<file path="src/rtl/mips_mem_pkg.sv">
// Shared definitions for the MEM pipeline stage.
//   - access size encodings carried on mem_size
//   - bit positions inside the two-bit WB control field
//   - MEM stage FSM state encoding
package mips_mem_pkg;

    localparam logic [1:0] SZ_BYTE = 2'b00;
    localparam logic [1:0] SZ_HALF = 2'b01;
    localparam logic [1:0] SZ_WORD = 2'b10;

    localparam int WB_REGWRITE = 1;
    localparam int WB_MEMTOREG = 0;

    typedef enum logic [1:0] {
        IDLE = 2'd0,
        REQ  = 2'd1,
        DONE = 2'd2
    } mem_state_t;

    // The reserved encoding 11 behaves exactly like a word access.
    function automatic logic [1:0] norm_size(input logic [1:0] sz);
        return (sz == 2'b11) ? SZ_WORD : sz;
    endfunction

endpackage

</file>
<file path="src/rtl/mem_load_align.sv">
// Load data formatter: picks the addressed byte/half lane out of a
// 32-bit bus word and sign- or zero-extends it. Purely combinational.
//   rdata      in  32  raw word returned by the data memory
//   off        in  2   byte offset of the access (addr[1:0])
//   size       in  2   SZ_BYTE / SZ_HALF / SZ_WORD
//   uns        in  1   zero-extend when 1, sign-extend when 0
//   data       out 32  formatted load value
module mem_load_align
    import mips_mem_pkg::*;
(
    input  logic [31:0] rdata,
    input  logic [1:0]  off,
    input  logic [1:0]  size,
    input  logic        uns,
    output logic [31:0] data
);

    logic [7:0]  byte_sel;
    logic [15:0] half_sel;

    always_comb begin
        byte_sel = 8'h00;
        case (off)
            2'd0:    byte_sel = rdata[7:0];
            2'd1:    byte_sel = rdata[15:8];
            2'd2:    byte_sel = rdata[23:16];
            default: byte_sel = rdata[31:24];
        endcase
        half_sel = off[1] ? rdata[31:16] : rdata[15:0];

        data = rdata;
        if (size == SZ_BYTE) begin
            data = uns ? {24'h000000, byte_sel} : {{24{byte_sel[7]}}, byte_sel};
        end else if (size == SZ_HALF) begin
            data = uns ? {16'h0000, half_sel} : {{16{half_sel[15]}}, half_sel};
        end
    end

endmodule

</file>
<file path="src/rtl/mem_access_stage.sv">
// Pipeline MEM stage. Issues data-memory loads/stores on a req/ack bus,
// stalls upstream while an access is outstanding and feeds the MEM/WB
// register (bubbles, wb_out=00, while waiting).
// Bus handshake: dmem_req is registered and held high, with addr/we/be/
// wdata stable, until the single-cycle dmem_ack strobe is seen or the
// ack timeout expires; acks outside the REQ state are ignored.
// Ports:
//   clock, reset_n                 clock, async active-low reset
//   ex_valid, mem_read, mem_write  EX/MEM op qualifiers
//   mem_size, load_unsigned        access size and load extension
//   alu_out, store_data            address / ALU result, store value
//   wb_in, reg_rd                  WB control and destination register
//   wb_out, mem_out, alu_pass,
//   reg_rd_out                     MEM/WB register inputs
//   stall                          freeze upstream stages
//   dmem_*                         data-memory bus
//   misalign_exc, bus_err          single-cycle exception pulses
//   state_dbg                      current FSM state
module mem_access_stage
    import mips_mem_pkg::*;
#(
    parameter int ACK_TIMEOUT = 16,
    parameter int ADDR_W      = 32
) (
    input  logic              clock,
    input  logic              reset_n,
    input  logic              ex_valid,
    input  logic              mem_read,
    input  logic              mem_write,
    input  logic [1:0]        mem_size,
    input  logic              load_unsigned,
    input  logic [31:0]       alu_out,
    input  logic [31:0]       store_data,
    input  logic [1:0]        wb_in,
    input  logic [4:0]        reg_rd,
    output logic [1:0]        wb_out,
    output logic [31:0]       mem_out,
    output logic [31:0]       alu_pass,
    output logic [4:0]        reg_rd_out,
    output logic              stall,
    output logic              dmem_req,
    output logic              dmem_we,
    output logic [ADDR_W-1:0] dmem_addr,
    output logic [3:0]        dmem_be,
    output logic [31:0]       dmem_wdata,
    input  logic [31:0]       dmem_rdata,
    input  logic              dmem_ack,
    output logic              misalign_exc,
    output logic              bus_err,
    output logic [1:0]        state_dbg
);

    // Last counter value of the wait window; reaching it without an ack
    // is the timeout. Counter starts at 0 on the first REQ cycle.
    localparam logic [7:0] TO_LAST = 8'(ACK_TIMEOUT - 1);

    mem_state_t  state_q, state_d;
    logic [31:0] alu_q, wdata_q, rdata_q;
    logic [3:0]  be_q;
    logic [1:0]  wb_q, size_q;
    logic [4:0]  rd_q;
    logic [7:0]  cnt_q;
    logic        we_q, uns_q, req_q, bus_err_q;

    logic        is_mem, is_store, misaligned, launch, timeout;
    logic [1:0]  eff_size;
    logic [3:0]  be_new;
    logic [31:0] wdata_new, load_data;

    assign is_mem     = mem_read | mem_write;
    assign is_store   = mem_write & ~mem_read;   // read wins when both set
    assign eff_size   = norm_size(mem_size);
    assign misaligned = ((eff_size == SZ_HALF) && alu_out[0]) ||
                        ((eff_size == SZ_WORD) && (alu_out[1:0] != 2'b00));
    assign launch     = (state_q == IDLE) && ex_valid && is_mem && !misaligned;
    assign timeout    = (state_q == REQ) && !dmem_ack && (cnt_q == TO_LAST);

    // Store lane placement; loads always enable the whole word.
    always_comb begin
        be_new    = 4'b1111;
        wdata_new = store_data;
        if (is_store && eff_size == SZ_BYTE) begin
            be_new    = 4'b0001 << alu_out[1:0];
            wdata_new = {4{store_data[7:0]}};
        end else if (is_store && eff_size == SZ_HALF) begin
            be_new    = 4'b0011 << alu_out[1:0];
            wdata_new = {2{store_data[15:0]}};
        end
    end

    mem_load_align u_align (
        .rdata (rdata_q),
        .off   (alu_q[1:0]),
        .size  (size_q),
        .uns   (uns_q),
        .data  (load_data)
    );

    always_comb begin
        state_d      = state_q;
        wb_out       = 2'b00;
        mem_out      = 32'h0;
        alu_pass     = alu_out;
        reg_rd_out   = reg_rd;
        stall        = 1'b0;
        misalign_exc = 1'b0;
        case (state_q)
            IDLE: begin
                if (ex_valid && !is_mem) begin
                    wb_out = wb_in;
                end else if (ex_valid && is_mem) begin
                    if (misaligned) begin
                        misalign_exc = 1'b1;
                    end else begin
                        stall   = 1'b1;
                        state_d = REQ;
                    end
                end
            end
            REQ: begin
                stall = 1'b1;
                if (dmem_ack || timeout) state_d = DONE;
            end
            DONE: begin
                // Upstream still presents the same op here; going straight
                // back to IDLE (not REQ) keeps it from being relaunched.
                wb_out     = wb_q;
                mem_out    = we_q ? 32'h0 : load_data;
                alu_pass   = alu_q;
                reg_rd_out = rd_q;
                state_d    = IDLE;
            end
            default: state_d = IDLE;
        endcase
    end

    always_ff @(posedge clock or negedge reset_n) begin
        if (!reset_n) begin
            state_q   <= IDLE;
            alu_q     <= 32'h0;
            wdata_q   <= 32'h0;
            rdata_q   <= 32'h0;
            be_q      <= 4'h0;
            wb_q      <= 2'b00;
            size_q    <= 2'b00;
            rd_q      <= 5'd0;
            cnt_q     <= 8'd0;
            we_q      <= 1'b0;
            uns_q     <= 1'b0;
            req_q     <= 1'b0;
            bus_err_q <= 1'b0;
        end else begin
            state_q   <= state_d;
            bus_err_q <= 1'b0;
            if (launch) begin
                alu_q   <= alu_out;
                wdata_q <= wdata_new;
                be_q    <= be_new;
                we_q    <= is_store;
                wb_q    <= wb_in;
                rd_q    <= reg_rd;
                size_q  <= eff_size;
                uns_q   <= load_unsigned;
                cnt_q   <= 8'd0;
                req_q   <= 1'b1;
            end
            if (state_q == REQ) begin
                cnt_q <= cnt_q + 8'd1;
                if (dmem_ack) begin
                    rdata_q <= dmem_rdata;
                    req_q   <= 1'b0;
                end else if (timeout) begin
                    rdata_q   <= 32'h0;
                    req_q     <= 1'b0;
                    bus_err_q <= 1'b1;
                end
            end
        end
    end

    assign dmem_req   = req_q;
    assign dmem_we    = req_q & we_q;
    assign dmem_be    = req_q ? be_q : 4'h0;
    assign dmem_addr  = {alu_q[ADDR_W-1:2], 2'b00};
    assign dmem_wdata = wdata_q;
    assign bus_err    = bus_err_q;
    assign state_dbg  = state_q;

endmodule

</file>
<file path="config.mk">
export PLATFORM = sky130hd
export DESIGN_NAME = mem_access_stage
export DESIGN_NICKNAME = d
export VERILOG_FILES = /design/src/rtl/mips_mem_pkg.sv /design/src/rtl/mem_load_align.sv /design/src/rtl/mem_access_stage.sv
export SDC_FILE = /design/constraint.sdc
export NUM_CORES = 1
export LEC_CHECK = 0
export ABC_CLOCK_PERIOD_IN_PS = 2200
export BUFFER_PORTS_ARGS = -buffer_cell sky130_fd_sc_hd__buf_2
export CAP_MARGIN = 20
export CELL_PAD_IN_SITES_DETAIL_PLACEMENT = 0
export CELL_PAD_IN_SITES_GLOBAL_PLACEMENT = 1
export CORE_ASPECT_RATIO = 0.7
export CORE_MARGIN = 2
export CORE_UTILIZATION = 36
export CTS_CLUSTER_SIZE = 14
export DETAILED_ROUTE_END_ITERATION = 10
export PLACE_DENSITY = 0.82
export SETUP_SLACK_MARGIN = 0.5
export SLEW_MARGIN = 10
export SYNTH_ARGS = -nofsm -noshare
export SYNTH_HDL_FRONTEND = slang
export SYNTH_SLANG_ARGS = --single-unit
</file>
<file path="constraint.sdc">
create_clock -name clock -period 2.2 [get_ports clock]
set_clock_uncertainty 0.2 [all_clocks]
set_input_delay 0 -clock clock [delete_from_list [all_inputs] [get_ports clock]]
set_output_delay 0 -clock clock [all_outputs]
set_load 0.01 [all_outputs]
</file>
# After elaboration in Yosys (flattened, before gate mapping)
# Cells that the tools add are included.
# op_classes
addsub	1
n_mul	0
n_div	0
order_cmp	0
eq_ne	13
n_shift	2
mux	42
n_bitwise	4
n_reduce_logical	25
# op_table
op	n
32-bit 2-to-1 mux	11
8-bit one-hot mux with 3 select lines	1
16-bit 2-to-1 mux	1
8-bit 2-to-1 mux	2
1-bit 2-to-1 mux	14
2-bit 2-to-1 mux	6
4-bit 2-to-1 mux	3
1-bit logical AND	11
8-bit by 1-bit adder with 8-bit output (second input constant)	1
2-bit by 1-bit equality test with 1-bit output (second input constant)	4
2-bit equality test (second input constant)	4
8-bit by 4-bit equality test with 1-bit output (second input constant)	1
2-bit logical NOT	4
2-bit one-hot mux with 2 select lines	2
2-bit nonzero test	3
5-bit 2-to-1 mux	1
2-bit by 1-bit != test with 1-bit output (second input constant)	2
2-bit != test (second input constant)	2
4-bit AND reduction	1
1-bit by 2-bit << shifter with 4-bit output (first input constant)	1
2-bit by 2-bit << shifter with 4-bit output (first input constant)	1
1-bit logical NOT	3
1-bit bitwise AND	2
1-bit logical OR	2
other kinds (4)	4
# totals
register_bits	123
latchBits	0
ram_bits	0
romBits	0
inputBits	112
output_inout_bits	146
elab_cells	100
memories	0

# Longest topological paths before layout
# depth
depth_word	11
ltp_mapped	8
ltp_nobuf	6

# Hierarchy
# Synthesis repeated with hierarchy kept, for this count alone.
# hier_totals
cells_unflattened	732
hier_area_um2	6795.3
# by_module_without_submodules
module	instances	cells_per_inst	area_each_um2	seq_area_each_um2
mem_access_stage	1	621	5921.9	3078.0
mem_load_align	1	111	873.3	0.0

# Least setup slack after synthesis
# OpenSTA, ideal clock, no wires.
# synth_timing
path_type	register to register
startpoint	reg state_q[1] (netlist: state_dbg[1])
endpoint	reg alu_q[10]
setup_ns	0.065
arrival_ns	1.793
required_time_ns	1.935
setup_slack_ns	0.142
stages_incl_launch_ff	7
n_path_buf	2
synth_period_minus_slack_ns	2.058
path_cell_list	dfrtp_1 > or3b_1 > a2111oi_4 > buf_2 > buf_2 > nand2_1 > nand2_1
# synth_between
elab_chain_cells	4
# synth_rtl
item	line_no	source
from (decl)	mem_access_stage.sv:57	mem_state_t state_q, state_d;
from (signal assigned)	mem_access_stage.sv:153	state_q <= state_d;
2-bit logical NOT	mem_access_stage.sv:75	assign launch = (state_q == IDLE) && ex_valid && is_mem && !misaligned;
1-bit logical AND (3 in series)	mem_access_stage.sv:75	
to (signal assigned)	mem_access_stage.sv:156	alu_q <= alu_out;
to (decl)	mem_access_stage.sv:58	logic [31:0] alu_q, wdata_q, rdata_q;
# No other way between the ends.
# A chain may end at the register's enable or synchronous reset.

# Final worst setup path
# layout_timing
startpoint	reg rdata_q[7]
endpoint	out mem_out[21]
# layout_between
elab_chain_cells	5
# layout_rtl
item	line_no	source
from (decl)	mem_access_stage.sv:58	
from (signal assigned)	mem_access_stage.sv:170	rdata_q <= dmem_rdata;
8-bit one-hot mux with 3 select lines	mem_load_align.sv:23	case (off)
32-bit 2-to-1 mux	mem_load_align.sv:33	data = uns ? {24'h000000, byte_sel} : {{24{byte_sel[7]}}, byte_sel};
32-bit 2-to-1 mux	mem_load_align.sv:32	if (size == SZ_BYTE) begin
32-bit 2-to-1 mux	mem_access_stage.sv:128	mem_out = we_q ? 32'h0 : load_data;
32-bit 2-to-1 mux	mem_access_stage.sv:107	case (state_q)
to (decl)	mem_access_stage.sv:37	output logic [31:0] mem_out,
# No other way between the ends.

==> flow_summary.ini <==
[run_status]
status = finished with violations
violations = negative setup slack

[drt]
drtIter0Drc = 777
wl_per_cell_um = 23.3
drtPass1Iterations = 5
ant_nets = 0
routed_via_density = 5.68
routed_wl_um = 32800
drcViolationCount = 0
vias = 8004

[sta]
slew_viol_final = 0
holdWs_ps = 34.0
worst_pin_slew_ps = 762
fmax_mhz = 428
period_share = 1.06
hold_viol = 0
slew_headroom = 0.490
setup_tns_ps = -6280
setup_viol = 108
rsz0062_at_grt = yes
period_needed_ps = 2330
fin_ws_ps = -135

[critical_path]
cp-end-kind = primary output
cp.depth = 8
worst-path-buf-inv = 4
crit_family = buffers and inverters
crit_path_max_incr_delay_ps = 450
arrival_ps = 2130
critPathRequiredTime_ps = 2000
critPathMaxFanout = 5
cp_slowest_cell = dfrtp_1
start_kind = flop
path_cells = buf_4, mux2i_2, mux2i_4, a21oi_4, buf_12, buf_16, nor3_4, buf_2
worstRegToRegCells = 9
critPathKind = reg2out

[yosys]
muxShareOfSynthArea = 0.0955
synthSimpleGateAreaFrac = 0.198
synthArstFlopShare = 1.00
ys_warn_count = 0
synth_compound_area_frac = 0.149
synthDistinctLibCells = 43
synth.area.top_cells = dfrtp_1 (47%), nand2_1 (11%), mux2_2 (6.2%)
ys_seq_area_frac = 0.470
synth_top_area_frac = 0.470
synthFlopType = dfrtp_1
netlist_area_sq_mm = 0.00655
postSynthAreaPerCell_sq_um = 9.23
synthesis.instances = 710
synth_edf_count = 0
synth_xor_area_frac = 0
synthAdderAreaFrac = 0.00955
yosysTopAreaCell = dfrtp_1
synth_top_family_by_area = simple AND/OR/NAND/NOR gates
ys_seq_elements = 123

[grt]
use_met3 = 0.0870
antenna_found_initial = 0
use_met1 = 0.393
grt_max_degree = 41
use_met2 = 0.471
grt_pass1_wl_um = 43400
track_usage = 0.300
grt.busiest_layer = met2
overflow = 0
first_global_vias = 7656

[pwr]
switchingPower_w = 0.00470
p_seq_frac = 0.315
internal_power_w = 0.00757
pwr-share-clk = 0.232
p_leak_nw = 6.36
p_per_area_mw_per_mm2 = 923
swShare = 0.383
peakVddDrop_mv = 0.513
comb_power_share = 0.453

[clock_network]
clockBufferDepth = 2
cts.sinks = 123
clk_pin_slew_ps = 70
root_buffer = clkbuf_16
cts_buffers = 17
cts_tree = done
htreeDepth = 4
clk_latency_ps = 430

[final_layout]
fin_cells = 1408
area_delta_synth_final_pct = 103
nFillCells = 1085
diodes = 0
fin_nets = 1276
drive_above_1_share = 0.592

[hold_path]
hold_depth = 5
hold_path.class = in2reg

[die]
dieHeight_um = 117
die_w_um = 165
initial_utilization = 0.366
num_rows = 41
core_area_sq_mm = 0.0179
num_io_pins = 258
die_area_sq_mm = 0.0193

[run]
drv_cap = 0

[placed_design]
place_congestion = 0.785
dp_hpwl_um = 14400
post-place-cells = 1148
numPortBuffers = 255
repair_timing:
| item | CTS | global route |
|---|---|---|
| hold buffers | 123 | 0 |
| gates resized for setup | 291 | 149 |
| gates cloned | 26 | 5 |
| setup buffers | 57 | 17 |
| endpoints found under the hold margin | 236 | 0 |
| pin swaps | 141 | 97 |
| setup endpoints to repair | 194 | 196 |
worst register-to-register path: stages, from the launching register on:
cell and delay [ps]:
dfrtp_1 410, or3b_4 420, buf_6 140, a2111oi_4 210
buf_6 180, buf_12 110, buf_12 160, buf_12 140
nor2_4 40, a31oi_1 190
power by group through the flow:
stage | Sequential, W | Clock, W | Combinational [W]
2_1_floorplan | 0.00351 | 0 | 0.00228
3_3_place_gp | 0.00364 | 0 | 0.00314
3_5_place_dp | 0.00364 | 0 | 0.00321
4_1_cts | 0.00372 | 0.00284 | 0.00477
5_1_grt | 0.00391 | 0.00298 | 0.00584
6_report | 0.00387 | 0.00285 | 0.00555
final timing paths:
check | start | endpoint | slack, ps
worst min-delay path | mem_size[1] | dmem_wdata[28] | 30
worst max register to register | state_dbg[1] | dmem_wdata[27] | -110
worst max-delay path | rdata_q[7] | mem_out[21] | -130
worst min register to register | be_q[0] | be_q[0] | 290
min in group asynchronous | reset_n | dmem_wdata[8] | 450
max in group asynchronous | reset_n | rdata_q[5] | 670
through the flow:
stage          total power [W]  instance area [sq um]  worst slack (ps)   util
2_1_floorplan          0.00579                   6830               154      -
3_3_place_gp           0.00679                   8220               120  0.459
3_5_place_dp           0.00685                   8220              63.3  0.459
4_1_cts                 0.0113                  12400             -43.9  0.693
5_1_grt                 0.0127                  13300              -209  0.742
6_report                0.0123                  13300              -135  0.742
cell usage in the layout (no fill, tap or decap), types with 21 or more instances in the layout:
master	count
nand2_4	38
buf_6	74
clkbuf_16	21
buf_2	215
nand2_2	83
mux2_4	36
a22o_1	34
buf_16	27
nand2_1	64
dlygate4sd3_1	123
dfrtp_1	121
buf_4	35
nor2b_1	25
buf_12	26
cell families (layout without fill, tap and decap cells):
kind of cell,count (synthesis),count (layout)
fa+ha+maj,5,5
flops,123,123
mux,48,48
simple gates,301,301
buf+inv,98,559
compound gates,134,134
other cells,1,2
layer usage:
layer  routed length, um  share of wire
met1               12600           0.38
met2               15200           0.46
met3                3400           0.10
met4                1560          0.048
met5                   0              0
registers in the layout (all words and copies together), names as in the netlist, 2 cells and up:
register    flops
be_q            4
alu_q          32
dmem_wdata     32
cnt_q           8
rd_q            5
size_q          2
rdata_q        32
state_dbg       2
wb_q            2
synth_stat cells, types with 2 or more instances:
cell type / count
a221oi_1: 7
o21ai_0: 21
mux2_2: 36
buf_2: 8
a21oi_1: 6
and3_1: 2
a31oi_1: 25
a22oi_1: 8
nand2_1: 185
a2111oi_0: 7
ha_1: 5
nand2b_1: 7
and2_1: 7
inv_1: 13
dfrtp_1: 123
clkbuf_1: 42
mux2i_1: 4
mux4_2: 8
o22ai_1: 14
buf_1: 2
nor2_1: 35
nor3_1: 27
buf_4: 33
a22o_1: 34
nand3_1: 6
nor2b_1: 28
area by class of cell:
class / count / area [sq um] / area share
Clock inverter: 13 / 144 / 0.0108
Tap cell: 236 / 295 / 0.0222
Clock buffer: 19 / 443 / 0.0333
Multi-Input combinational cell: 490 / 4360 / 0.329
Inverter: 13 / 48.8 / 0.00367
Timing Repair Buffer: 514 / 4910 / 0.370
Sequential cell: 123 / 3080 / 0.232
Power figures use the tool's default switching activity.
